$ cat src/rtl/imem_pkg.sv
// Shared types and constants for the synchronous instruction memory.
package imem_pkg;

  // Fault codes carried alongside each fetch response.
  localparam logic [1:0] IM_ERR_NONE  = 2'd0;
  localparam logic [1:0] IM_ERR_MISAL = 2'd1;
  localparam logic [1:0] IM_ERR_RANGE = 2'd2;

  // CLEAR sweeps FILL_WORD through the array; RUN serves fetches and loads.
  typedef enum logic {
    CLEAR = 1'b0,
    RUN   = 1'b1
  } imem_state_t;

  // Misalignment is reported in preference to an out-of-range address.
  function automatic logic [1:0] pick_err(input logic misal, input logic out_of_range);
    if (misal) begin
      return IM_ERR_MISAL;
    end
    if (out_of_range) begin
      return IM_ERR_RANGE;
    end
    return IM_ERR_NONE;
  endfunction

endpackage

$ cat src/rtl/imem_sync_if.sv
// Fetch, program-load and maintenance signals of the instruction memory.
interface imem_sync_if #(
  parameter int ADDR_W = 32,
  parameter int DATA_W = 32
);

  logic              fe_req;
  logic [ADDR_W-1:0] fe_addr;
  logic              fe_ready;
  logic              fe_rvalid;
  logic [DATA_W-1:0] fe_rdata;
  logic              fe_err;
  logic [1:0]        fe_err_code;

  logic              ld_we;
  logic [ADDR_W-1:0] ld_addr;
  logic [DATA_W-1:0] ld_wdata;
  logic              ld_ready;
  logic              ld_err;

  logic              inv;
  logic              clr_busy;

  // The core / loader side.
  modport master (
    output fe_req, fe_addr, ld_we, ld_addr, ld_wdata, inv,
    input  fe_ready, fe_rvalid, fe_rdata, fe_err, fe_err_code,
    input  ld_ready, ld_err, clr_busy
  );

  // The memory side.
  modport slave (
    input  fe_req, fe_addr, ld_we, ld_addr, ld_wdata, inv,
    output fe_ready, fe_rvalid, fe_rdata, fe_err, fe_err_code,
    output ld_ready, ld_err, clr_busy
  );

endinterface

$ cat src/rtl/imem_resp_pipe.sv
// Response pipeline: READ_LAT stages of {valid, data, err, code}.
// Stage 0 takes its data from the array's registered read output, so the
// first stage only registers the metadata; later stages register all fields.
// Data/err/code only advance with a valid response, so the outputs hold their
// last values between responses.
module imem_resp_pipe
  import imem_pkg::*;
#(
  parameter int                DATA_W    = 32,
  parameter int                READ_LAT  = 1,   // 1 or 2
  parameter logic [DATA_W-1:0] FILL_WORD = '0
) (
  input  logic              clk,
  input  logic              rst_n,
  input  logic              in_valid,
  input  logic              in_err,
  input  logic [1:0]        in_code,
  input  logic [DATA_W-1:0] ram_q,
  output logic              out_valid,
  output logic [DATA_W-1:0] out_data,
  output logic              out_err,
  output logic [1:0]        out_code
);

  genvar gi;
  generate
    for (gi = 0; gi < READ_LAT; gi++) begin : g_stage
      logic              valid_reg;
      logic              err_reg;
      logic [1:0]        code_reg;
      logic [DATA_W-1:0] data;

      if (gi == 0) begin : g_first
        // seen_reg keeps the un-reset read register from reaching the output before any response
        logic seen_reg;

        // Capture metadata of the fetch accepted at this edge
        always_ff @(posedge clk or negedge rst_n) begin
          if (!rst_n) begin
            valid_reg <= 1'b0;
            err_reg   <= 1'b0;
            code_reg  <= IM_ERR_NONE;
            seen_reg  <= 1'b0;
          end else begin
            valid_reg <= in_valid;
            if (in_valid) begin
              err_reg  <= in_err;
              code_reg <= in_code;
              seen_reg <= 1'b1;
            end
          end
        end

        // Faulting fetches never read the array and return the fill word instead
        assign data = !seen_reg ? '0 : (err_reg ? FILL_WORD : ram_q);
      end else begin : g_next
        logic [DATA_W-1:0] data_reg;

        // Shift the previous stage forward when it holds a response
        always_ff @(posedge clk or negedge rst_n) begin
          if (!rst_n) begin
            valid_reg <= 1'b0;
            err_reg   <= 1'b0;
            code_reg  <= IM_ERR_NONE;
            data_reg  <= '0;
          end else begin
            valid_reg <= g_stage[gi-1].valid_reg;
            if (g_stage[gi-1].valid_reg) begin
              err_reg  <= g_stage[gi-1].err_reg;
              code_reg <= g_stage[gi-1].code_reg;
              data_reg <= g_stage[gi-1].data;
            end
          end
        end

        assign data = data_reg;
      end
    end
  endgenerate

  assign out_valid = g_stage[READ_LAT-1].valid_reg;
  assign out_data  = g_stage[READ_LAT-1].data;
  assign out_err   = g_stage[READ_LAT-1].err_reg;
  assign out_code  = g_stage[READ_LAT-1].code_reg;

endmodule

$ cat src/rtl/imem_sync.sv
// Synchronous instruction memory for the multicycle MIPS core.
// Fetch port with req/ready and READ_LAT-cycle pipelined responses, a program
// load port that takes priority over fetch, address fault checking, and a
// hardware clear sweep after reset or an invalidate pulse.
module imem_sync
  import imem_pkg::*;
#(
  parameter int                ADDR_W    = 32,
  parameter int                DATA_W    = 32,
  parameter int                DEPTH     = 32,           // power of 2, >= 2
  parameter int                READ_LAT  = 1,            // 1 or 2
  parameter logic [DATA_W-1:0] FILL_WORD = 32'h00000000  // sll $0,$0,0
) (
  input  logic      clk,
  input  logic      rst_n,
  imem_sync_if.slave bus
);

  localparam int               IDX_W      = $clog2(DEPTH);
  localparam logic [ADDR_W:0]  ADDR_LIMIT = (ADDR_W+1)'(DEPTH * 4);
  localparam logic [IDX_W-1:0] LAST_IDX   = IDX_W'(DEPTH - 1);

  imem_state_t      state_reg, state_next;
  logic [IDX_W-1:0] clr_cnt_reg, clr_cnt_next;
  logic             ld_err_reg;

  logic [DATA_W-1:0] mem [DEPTH];
  logic [DATA_W-1:0] ram_q_reg;

  logic              fe_rdy, ld_rdy, busy;
  logic              fe_acc, ld_acc, fe_rd;
  logic [1:0]        fe_code, ld_code;
  logic [IDX_W-1:0]  fe_idx, ld_idx;
  logic              mem_we;
  logic [IDX_W-1:0]  mem_waddr;
  logic [DATA_W-1:0] mem_wdata;

  // Fault classification of a byte address
  function automatic logic [1:0] addr_code(input logic [ADDR_W-1:0] a);
    return pick_err(a[1:0] != 2'b00, {1'b0, a} >= ADDR_LIMIT);
  endfunction

  assign fe_idx  = bus.fe_addr[IDX_W+1:2];
  assign ld_idx  = bus.ld_addr[IDX_W+1:2];
  assign fe_code = addr_code(bus.fe_addr);
  assign ld_code = addr_code(bus.ld_addr);

  assign fe_acc = bus.fe_req && fe_rdy;
  assign ld_acc = bus.ld_we && ld_rdy;
  assign fe_rd  = fe_acc && (fe_code == IM_ERR_NONE);

  // State and sweep counter
  always_ff @(posedge clk or negedge rst_n) begin
    if (!rst_n) begin
      state_reg   <= CLEAR;
      clr_cnt_reg <= '0;
    end else begin
      state_reg   <= state_next;
      clr_cnt_reg <= clr_cnt_next;
    end
  end

  // Next state: sweep every word once, invalidate restarts the sweep from word 0
  always_comb begin
    state_next   = state_reg;
    clr_cnt_next = clr_cnt_reg;
    case (state_reg)
      CLEAR: begin
        if (bus.inv) begin
          clr_cnt_next = '0;
        end else if (clr_cnt_reg == LAST_IDX) begin
          state_next   = RUN;
          clr_cnt_next = '0;
        end else begin
          clr_cnt_next = clr_cnt_reg + 1'b1;
        end
      end
      RUN: begin
        if (bus.inv) begin
          state_next   = CLEAR;
          clr_cnt_next = '0;
        end
      end
      default: begin
        state_next   = CLEAR;
        clr_cnt_next = '0;
      end
    endcase
  end

  // Port readiness: nothing is accepted during the sweep, and a load blocks fetch
  always_comb begin
    fe_rdy = 1'b0;
    ld_rdy = 1'b0;
    busy   = 1'b1;
    if (state_reg == RUN) begin
      ld_rdy = 1'b1;
      fe_rdy = !bus.ld_we;
      busy   = 1'b0;
    end
  end

  // Single write port shared by the sweep and valid program loads
  always_comb begin
    mem_we    = 1'b0;
    mem_waddr = clr_cnt_reg;
    mem_wdata = FILL_WORD;
    if (state_reg == CLEAR) begin
      mem_we = 1'b1;
    end else if (ld_acc && (ld_code == IM_ERR_NONE)) begin
      mem_we    = 1'b1;
      mem_waddr = ld_idx;
      mem_wdata = bus.ld_wdata;
    end
  end

  // Array write and registered read; contents are not reset, the sweep initialises them
  always_ff @(posedge clk) begin
    if (mem_we) begin
      mem[mem_waddr] <= mem_wdata;
    end
    if (fe_rd) begin
      ram_q_reg <= mem[fe_idx];
    end
  end

  // One-cycle error pulse for a dropped load
  always_ff @(posedge clk or negedge rst_n) begin
    if (!rst_n) begin
      ld_err_reg <= 1'b0;
    end else begin
      ld_err_reg <= ld_acc && (ld_code != IM_ERR_NONE);
    end
  end

  imem_resp_pipe #(
    .DATA_W    (DATA_W),
    .READ_LAT  (READ_LAT),
    .FILL_WORD (FILL_WORD)
  ) u_resp_pipe (
    .clk       (clk),
    .rst_n     (rst_n),
    .in_valid  (fe_acc),
    .in_err    (fe_code != IM_ERR_NONE),
    .in_code   (fe_code),
    .ram_q     (ram_q_reg),
    .out_valid (bus.fe_rvalid),
    .out_data  (bus.fe_rdata),
    .out_err   (bus.fe_err),
    .out_code  (bus.fe_err_code)
  );

  assign bus.fe_ready = fe_rdy;
  assign bus.ld_ready = ld_rdy;
  assign bus.ld_err   = ld_err_reg;
  assign bus.clr_busy = busy;

endmodule
$ cat src/flat_wrapper.sv
// flat-port wrapper written by rule: the top's interface ports become plain ports
module imem_sync_flat import imem_pkg::*;
#(
  parameter int                ADDR_W    = 32,
  parameter int                DATA_W    = 32,
  parameter int                DEPTH     = 32,                              
  parameter int                READ_LAT  = 1,                     
  parameter logic [DATA_W-1:0] FILL_WORD = 32'h00000000                
)
  (clk, rst_n, bus_fe_req, bus_fe_addr, bus_ld_we, bus_ld_addr, bus_ld_wdata, bus_inv, bus_fe_ready, bus_fe_rvalid, bus_fe_rdata, bus_fe_err, bus_fe_err_code, bus_ld_ready, bus_ld_err, bus_clr_busy);
  imem_sync_if #(.ADDR_W(ADDR_W), .DATA_W(DATA_W)) bus_i ();
  input  logic clk;
  input  logic rst_n;
  input wire logic [$bits(bus_i.fe_req)-1:0] bus_fe_req;
  input wire logic [$bits(bus_i.fe_addr)-1:0] bus_fe_addr;
  input wire logic [$bits(bus_i.ld_we)-1:0] bus_ld_we;
  input wire logic [$bits(bus_i.ld_addr)-1:0] bus_ld_addr;
  input wire logic [$bits(bus_i.ld_wdata)-1:0] bus_ld_wdata;
  input wire logic [$bits(bus_i.inv)-1:0] bus_inv;
  output wire logic [$bits(bus_i.fe_ready)-1:0] bus_fe_ready;
  output wire logic [$bits(bus_i.fe_rvalid)-1:0] bus_fe_rvalid;
  output wire logic [$bits(bus_i.fe_rdata)-1:0] bus_fe_rdata;
  output wire logic [$bits(bus_i.fe_err)-1:0] bus_fe_err;
  output wire logic [$bits(bus_i.fe_err_code)-1:0] bus_fe_err_code;
  output wire logic [$bits(bus_i.ld_ready)-1:0] bus_ld_ready;
  output wire logic [$bits(bus_i.ld_err)-1:0] bus_ld_err;
  output wire logic [$bits(bus_i.clr_busy)-1:0] bus_clr_busy;
  assign bus_i.fe_req = bus_fe_req;
  assign bus_i.fe_addr = bus_fe_addr;
  assign bus_i.ld_we = bus_ld_we;
  assign bus_i.ld_addr = bus_ld_addr;
  assign bus_i.ld_wdata = bus_ld_wdata;
  assign bus_i.inv = bus_inv;
  assign bus_fe_ready = bus_i.fe_ready;
  assign bus_fe_rvalid = bus_i.fe_rvalid;
  assign bus_fe_rdata = bus_i.fe_rdata;
  assign bus_fe_err = bus_i.fe_err;
  assign bus_fe_err_code = bus_i.fe_err_code;
  assign bus_ld_ready = bus_i.ld_ready;
  assign bus_ld_err = bus_i.ld_err;
  assign bus_clr_busy = bus_i.clr_busy;
  imem_sync #(.ADDR_W(ADDR_W), .DATA_W(DATA_W), .DEPTH(DEPTH), .READ_LAT(READ_LAT), .FILL_WORD(FILL_WORD)) u_core (.clk(clk), .rst_n(rst_n), .bus(bus_i));
endmodule
$ cat config.mk
export PLATFORM = sky130hd
export DESIGN_NAME = imem_sync_flat
export DESIGN_NICKNAME = d
export VERILOG_FILES = /design/src/rtl/imem_pkg.sv /design/src/rtl/imem_sync_if.sv /design/src/rtl/imem_resp_pipe.sv /design/src/rtl/imem_sync.sv /design/src/flat_wrapper.sv
export SDC_FILE = /design/constraint.sdc
export NUM_CORES = 1
export LEC_CHECK = 0
export BUFFER_PORTS_ARGS = -buffer_cell sky130_fd_sc_hd__clkbuf_2
export CAP_MARGIN = 20
export CORE_ASPECT_RATIO = 1.4
export CORE_MARGIN = 1
export CORE_UTILIZATION = 53
export DETAILED_ROUTE_END_ITERATION = 10
export HOLD_SLACK_MARGIN = 0.06
export PLACE_DENSITY_LB_ADDON = 0.15
export SETUP_SLACK_MARGIN = 0.2
export SLEW_MARGIN = 40
export SYNTH_ARGS = -nofsm -noshare
export SYNTH_HDL_FRONTEND = slang
export SYNTH_SLANG_ARGS = --single-unit
export TNS_END_PERCENT = 100
$ cat constraint.sdc
create_clock -name clk -period 3.05 [get_ports clk]
set_clock_uncertainty 0.05 [all_clocks]
set_input_delay 0.305 -clock clk [delete_from_list [all_inputs] [get_ports clk]]
set_output_delay 0.305 -clock clk [all_outputs]
set_load 0.01 [all_outputs]
# --- Word-level counts from Yosys, hierarchy flattened ---
# Memory sizes are Yosys's and may differ from the RTL's. A register that Yosys moved wholly into a read port is not among the register bits.
# Index checks and enable logic that the tools add are counted.
totals:
  inputBits: 101
  elab_cells: 61
  output_inout_bits: 40
  ram_bits: 1024
  regBits: 12
  memories: 1
op_classes:
  n_mux: 35
  add_sub_neg: 1
  bitwise: 1
  magnitude_cmp: 2
  n_reduce_logical: 12
  eq_ne: 2
mem_list:
  columns: ["name", "depth", "word_bits", "read_ports", "rd_ports_with_merged_regs", "write_ports", "line", "rtl"]
  rows:
  - ["u_core.mem", 32, 32, 1, 1, 1, "imem_sync.sv:27", "logic [DATA_W-1:0] mem [DEPTH];"]
op_table:
  columns: ["op", "n"]
  rows:
  - ["$mux W32", 4]
  - ["$ge A32 B8 Y1 const B", 2]
  - ["$mux W5", 5]
  - ["$mux W1", 16]
  - ["$mux W2", 8]
  - ["$pmux W5 S2", 1]
  - ["$reduce_bool A2 Y1", 4]
  - ["$add A5 B1 Y5 const B", 1]
  - ["$eq A5 B5 Y1 const B", 1]
  - ["$logic_and A1 B1 Y1", 5]
  - ["$logic_not A2 Y1", 2]
  - ["$ne A2 B2 Y1 const B", 1]
  - ["$pmux W1 S2", 1]
  - ["$logic_not A1 Y1", 1]
  - ["$not A1 Y1", 1]

# --- Longest topological paths before layout ---
depth:
  depth_word: 11
  ltp_mapped: 8
  ltp_nobuf: 6

# --- Cells and area by module ---
# Synthesis repeated with hierarchy kept, for this count alone.
hier_totals:
  hier_cells: 1855
  hier_area_um2: 41138.2
modules_own_cells:
  columns: ["module", "seq_area_each_um2", "cells_per_inst", "instances", "area_per_inst_um2"]
  rows:
  - ["imem_sync", 31885.6, 1808, 1, 40659.0]
  - ["imem_resp_pipe", 125.1, 47, 1, 479.2]

# --- Worst setup path after synthesis ---
# OpenSTA, ideal clock, no wires.
synth_timing:
  kind: "in2reg"
  from: "in bus_ld_addr[22]"
  to: "mem u_core.mem[30][0], enable pin"
  path_slack_ns: -0.423
  path_stages: 5
  setup_time_ns: 0.421
  n_path_buf: 0
  required_ns: 2.579
  t_arrival_ns: 3.002
  cell_sequence: "nor4_1 > nand4_1 > nor4_4 > mux2_2 > nor2_1"
synth_between:
  elab_chain_len: 11
  elab_cells_between_ends: 14
  classes_between: "order compare (1); mux (11); reduce/logical (2)"
synth_lines:
  columns: ["element", "line", "rtl"]
  rows:
  - ["start, declared", "flat_wrapper.sv:17", "input wire logic [$bits(bus_i.ld_addr)-1:0] bus_ld_addr;"]
  - ["$ge A32 B8 Y1 (*)", "imem_sync.sv:40", "return pick_err(a[1:0] != 2'b00, {1'b0, a} >= ADDR_LIMIT);"]
  - ["$mux W1 (2 in a row)", "imem_pkg.sv:20", "if (out_of_range) begin"]
  - ["$mux W2 (*)", "imem_pkg.sv:23", "return IM_ERR_NONE;"]
  - ["$mux W2 (*)", "imem_pkg.sv:20", null]
  - ["$logic_not A2 Y1 (*)", "imem_sync.sv:110", "end else if (ld_acc && (ld_code == IM_ERR_NONE)) begin"]
  - ["$logic_and A1 B1 Y1 (*)", "imem_sync.sv:110", null]
  - ["$mux W1", "imem_sync.sv:110", null]
  - ["$mux W1", "imem_sync.sv:108", "if (state_reg == CLEAR) begin"]
  - ["$mux W1", "imem_sync.sv:119", "if (mem_we) begin"]
  - ["$mux W1 (not written as such)", "imem_sync.sv:120", "mem[mem_waddr] <= mem_wdata;"]
  - ["end, declared", "imem_sync.sv:27", null]
# Every way passes the cells marked *; elsewhere a longest branch is shown, timed or not. The select of a mux whose other input is x is not followed.

# --- Final worst setup path ---
layout_timing:
  from: "reg u_core.state_reg"
  to: "reg u_core.u_resp_pipe.g_stage[0].code_reg[0] (netlist: u_core.u_resp_pipe.out_code[0])"
layout_between:
  elab_chain_len: 2
layout_lines:
  columns: ["element", "line", "rtl"]
  rows:
  - ["start, declared", "imem_sync.sv:23", "imem_state_t state_reg, state_next;"]
  - ["start signal, assigned", "imem_sync.sv:58", "state_reg <= state_next;"]
  - ["$mux W1", "imem_sync.sv:96", "if (state_reg == RUN) begin"]
  - ["$logic_and A1 B1 Y1", "imem_sync.sv:48", "assign fe_acc = bus.fe_req && fe_rdy;"]
  - ["end signal, assigned", "imem_resp_pipe.sv:48", "code_reg <= in_code;"]
  - ["end, declared", "imem_resp_pipe.sv:30", "logic [1:0] code_reg;"]
# Every way passes these cells.
# A chain may end at the register's enable or synchronous reset.

==> run summary <==
CRITICAL PATH
----------------------------------------------------------------------------------------------------
Largest delay contributor family on the critical path                                   buffers and inverters
WS Path Type                                                                            register to register
Delay of the slowest critical-path stage                                                     0.59 ns
Maximum fanout encountered on the critical timing path                                            14
Required time of the critical path                                                           3.54 ns
Register-to-Register Path Depth                                                                    7
CP max-delay cell                                                                       sky130_fd_sc_hd__dlygate4sd3_1
WP buf/inv                                                                                         3
Startpoint Class                                                                            register
Total stage count of the critical path                                                             7
Cell repeated most along the worst path                                                 sky130_fd_sc_hd__dlygate4sd3_1
Endpoint class of the critical path                                                         register
Critical path cell sequence                                                             buf_4 > nor2b_1 > nand2_1 > nor3_1 > dlygate4sd3_1 > nor2_1 > dlygate4sd3_1
Signal arrival time at the worst endpoint                                                    2.98 ns

GRT
----------------------------------------------------------------------------------------------------
First-pass GRT wire length                                                                140,800 um
Maximum number of pins on one net before global-route repair                                      39
Vias in the first global route                                                                20.69k
Remaining Overflow, GRT                                                                            0
Antenna violations before repair                                                                   0
Total global routing track utilization                                                        25.39%

SYNTH
----------------------------------------------------------------------------------------------------
Total number of yosys warnings                                                                     0
Commonest cells in the netlist                                                          1,056 x sky130_fd_sc_hd__edfxtp_1, 224 x sky130_fd_sc_hd__mux4_2, 96 x sky130_fd_sc_hd__o22ai_1
Most frequent cell after synthesis                                                      sky130_fd_sc_hd__edfxtp_1
Avg Inst Size Synth                                                                        21.96 um2
Count of state elements after synthesis                                                        1,068
Post-synthesis async set-or-reset flop share                                                  1.124%
Synth Cell Area                                                                           40,670 um2
Cell count after synthesis                                                                     1,852
Top cell type by total area after synthesis                                             sky130_fd_sc_hd__edfxtp_1
Ys flop type                                                                            sky130_fd_sc_hd__edfxtp_1
Number of different library cells in the post-synthesis netlist                                   41
Ranking of synthesized cells by area                                                    sky130_fd_sc_hd__edfxtp_1 78%, sky130_fd_sc_hd__mux4_2 12%, sky130_fd_sc_hd__mux2i_1 1.8%, sky130_fd_sc_hd__o22ai_1 1.5%, sky130_fd_sc_hd__a211oi_1 1.2%
Area fraction of the dominant cell type after synthesis                                       77.96%
Number of flops mapped to enable cells by yosys                                                1,056
Portion of the post-synthesis area used by sequential elements                                78.70%
Synth Net Count                                                                                1,955

TIMING
----------------------------------------------------------------------------------------------------
Worst-margin pin slew                                                                      0.7628 ns
Max Clk Rate                                                                               401.2 MHz
Final setup violating endpoints                                                                    0
Min cycle time layout                                                                       2.492 ns
Max-slew violation count                                                                           0
Tightest slew margin relative to the limit                                                    48.14%
Unrepaired setup endpoints after global routing                                                false
Sum Neg Setup Slack                                                                             0 ns
Period utilization                                                                            81.72%
Final Hold Viols                                                                                   0

CLOCK TREE
----------------------------------------------------------------------------------------------------
CTS Hold Buffers Added                                                                            11
Root buffer cell                                                                        sky130_fd_sc_hd__clkbuf_16
Number of buffers inserted during clock tree synthesis                                            95
CTS H-Tree Depth                                                                                   3
Clock-pin slew reported for the worst setup and hold paths after clock tree synthesis        0.06 ns
Number of setup buffers added after CTS                                                            0
Number of buffers on the longest clock path                                                        3
CTS tree                                                                                       built
Clock latency at the later pin of the worst-skew pair                                        0.67 ns
Clock tree sinks                                                                               1,068
CTS-repair resized insts                                                                           0

ROUTING
----------------------------------------------------------------------------------------------------
Wirelength per Cell                                                                         30.29 um
DR iter-0 viols                                                                                1,964
Post-DRT Antenna Nets                                                                              0
DRC violation count after routing                                                                  0
Number of vias after detailed routing                                                         20.01k
Drt first pass iters                                                                               5
Routed WL                                                                                  96,690 um
DR vias/cell                                                                                   6.269

FINAL LAYOUT
----------------------------------------------------------------------------------------------------
Share of final-layout standard cells stronger than drive strength 1                           31.74%
Final #Nets                                                                                    2,252
Total inserted antenna cells                                                                       0
Fill cell instance count of the final layout                                                   5,116
Final core area utilization                                                                   62.85%
Max FFs per register                                                                           1,024
Relative area change from synthesis to final layout                                           16.89%
Finished layout cell area                                                                 47,540 um2

POWER
----------------------------------------------------------------------------------------------------
Total power draw                                                                            28.86 mW
Total leakage power                                                                         14.16 nW
PD cells                                                                                607.0 nW/um2
Worst-case vdd ir drop                                                                      422.1 uV

WORST HOLD PATH
----------------------------------------------------------------------------------------------------
Number of stages on the worst hold path                                                            3
Worst hold-check path type                                                              primary input to register

DIE
----------------------------------------------------------------------------------------------------
Number of primary I/O pins                                                                       141
Die Span Y                                                                                  329.8 um
# rows                                                                                           119
Initial cell density of the core                                                              53.77%
Core area                                                                                 75,640 um2
Area enclosed by the die boundary                                                         77,870 um2
Die W                                                                                       236.1 um

JOB
----------------------------------------------------------------------------------------------------
Max-capacitance violation count                                                                    0

PLACED DESIGN
----------------------------------------------------------------------------------------------------
Cell area after placement                                                                 44,460 um2
Placer Congestion                                                                             0.8409
Quantity of I/O buffers inserted on ports                                                        140
Half-perimeter wire length after placement                                                 60,580 um

RUN STATUS
----------------------------------------------------------------------------------------------------
Outcome                                                                                 finished, final reports clean

[final cells by class]
class / count / area, um2 / share of cell area (%)
sequential: 1068 / 32010 / 67.33
clock inverter: 55 / 449.2 / 0.9448
clock buffer: 117 / 2522 / 5.306
timing repair buffer: 303 / 2848 / 5.990
multi-input combinational: 677 / 8484 / 17.85
inverter: 4 / 15.01 / 0.03158
tap: 968 / 1211 / 2.548
[where the power goes]
part           leakage [nW]  internal [mW]  switching (mW)
Sequential             8.86           16.0          0.0407
Combinational          3.84          0.491           0.671
Clock                  1.46           6.46            5.15
Total                  14.2           23.0            5.87
[stage by stage]
step,cells,setup slack [ns],hold WS (ns)
2_1_floorplan,1852,0.02790,-0.04059
3_3_place_gp,3009,0.01632,0.1621
3_5_place_dp,3009,0.1174,0.1703
4_1_cts,3192,0.5185,0.1356
5_1_grt,3192,0.4230,0.1682
6_report,3192,0.5576,0.1505
[path summary, 6_finish.rpt]
| path | start | to | slack (ns) |
|---|---|---|---|
| worst max-delay path | u_core.state_reg | u_core.u_resp_pipe.out_code[0] | 0.56 |
| worst min-delay path | bus_ld_wdata[28] | u_core.mem[16][28] | 0.15 |
| worst max register to register | u_core.state_reg | u_core.u_resp_pipe.out_code[0] | 0.56 |
| worst min register to register | u_core.u_resp_pipe.g_stage[0].g_first.seen_reg | u_core.u_resp_pipe.g_stage[0].g_first.seen_reg | 0.42 |
| max in group asynchronous | rst_n | u_core.u_resp_pipe.out_code[1] | 1.91 |
| min in group asynchronous | rst_n | u_core.clr_cnt_reg[3] | 0.66 |
[cell usage in the layout (no fill, tap or decap), types with 32 or more instances in the layout]
cell type,instances
sky130_fd_sc_hd__buf_12,70
sky130_fd_sc_hd__clkbuf_2,138
sky130_fd_sc_hd__buf_4,82
sky130_fd_sc_hd__nor2_4,33
sky130_fd_sc_hd__and2_1,62
sky130_fd_sc_hd__o22ai_1,96
sky130_fd_sc_hd__edfxtp_1,1056
sky130_fd_sc_hd__mux2i_1,66
sky130_fd_sc_hd__clkbuf_16,97
sky130_fd_sc_hd__a211oi_1,64
sky130_fd_sc_hd__a22oi_1,32
sky130_fd_sc_hd__mux4_2,224
[worst register-to-register path, delay by kind of cell (launching register included)]
kind	cells	cell delay, ns
buffers and inverters	3	1.33
and+or+nand+nor	4	0.63
DFF	1	0.36
[layer usage]
layer,global-route usage (%),up-vias,part of all wire [%]
met4,8.241,0,2.6
met2,42.39,764,50
met1,35.05,10662,41
met3,3.502,130,5.9
met5,0,-,0
li1,-,8455,-
[logic make-up (layout without fill, tap and decap cells)]
logic type               count (synthesis)  count (layout)  share of synthesized area (%)
flip-flops                            1068            1068                          78.70
multiplexers                           298             298                          14.23
AO/OA/AOI/OAI                          203             203                          3.415
AND/OR/NAND/NOR                        174             174                          2.363
buffers and inverters                  107             479                          1.230
adder cells (fa/ha/maj)                  2               2                        0.06152
No activity file was read; power rests on OpenSTA's default activity.
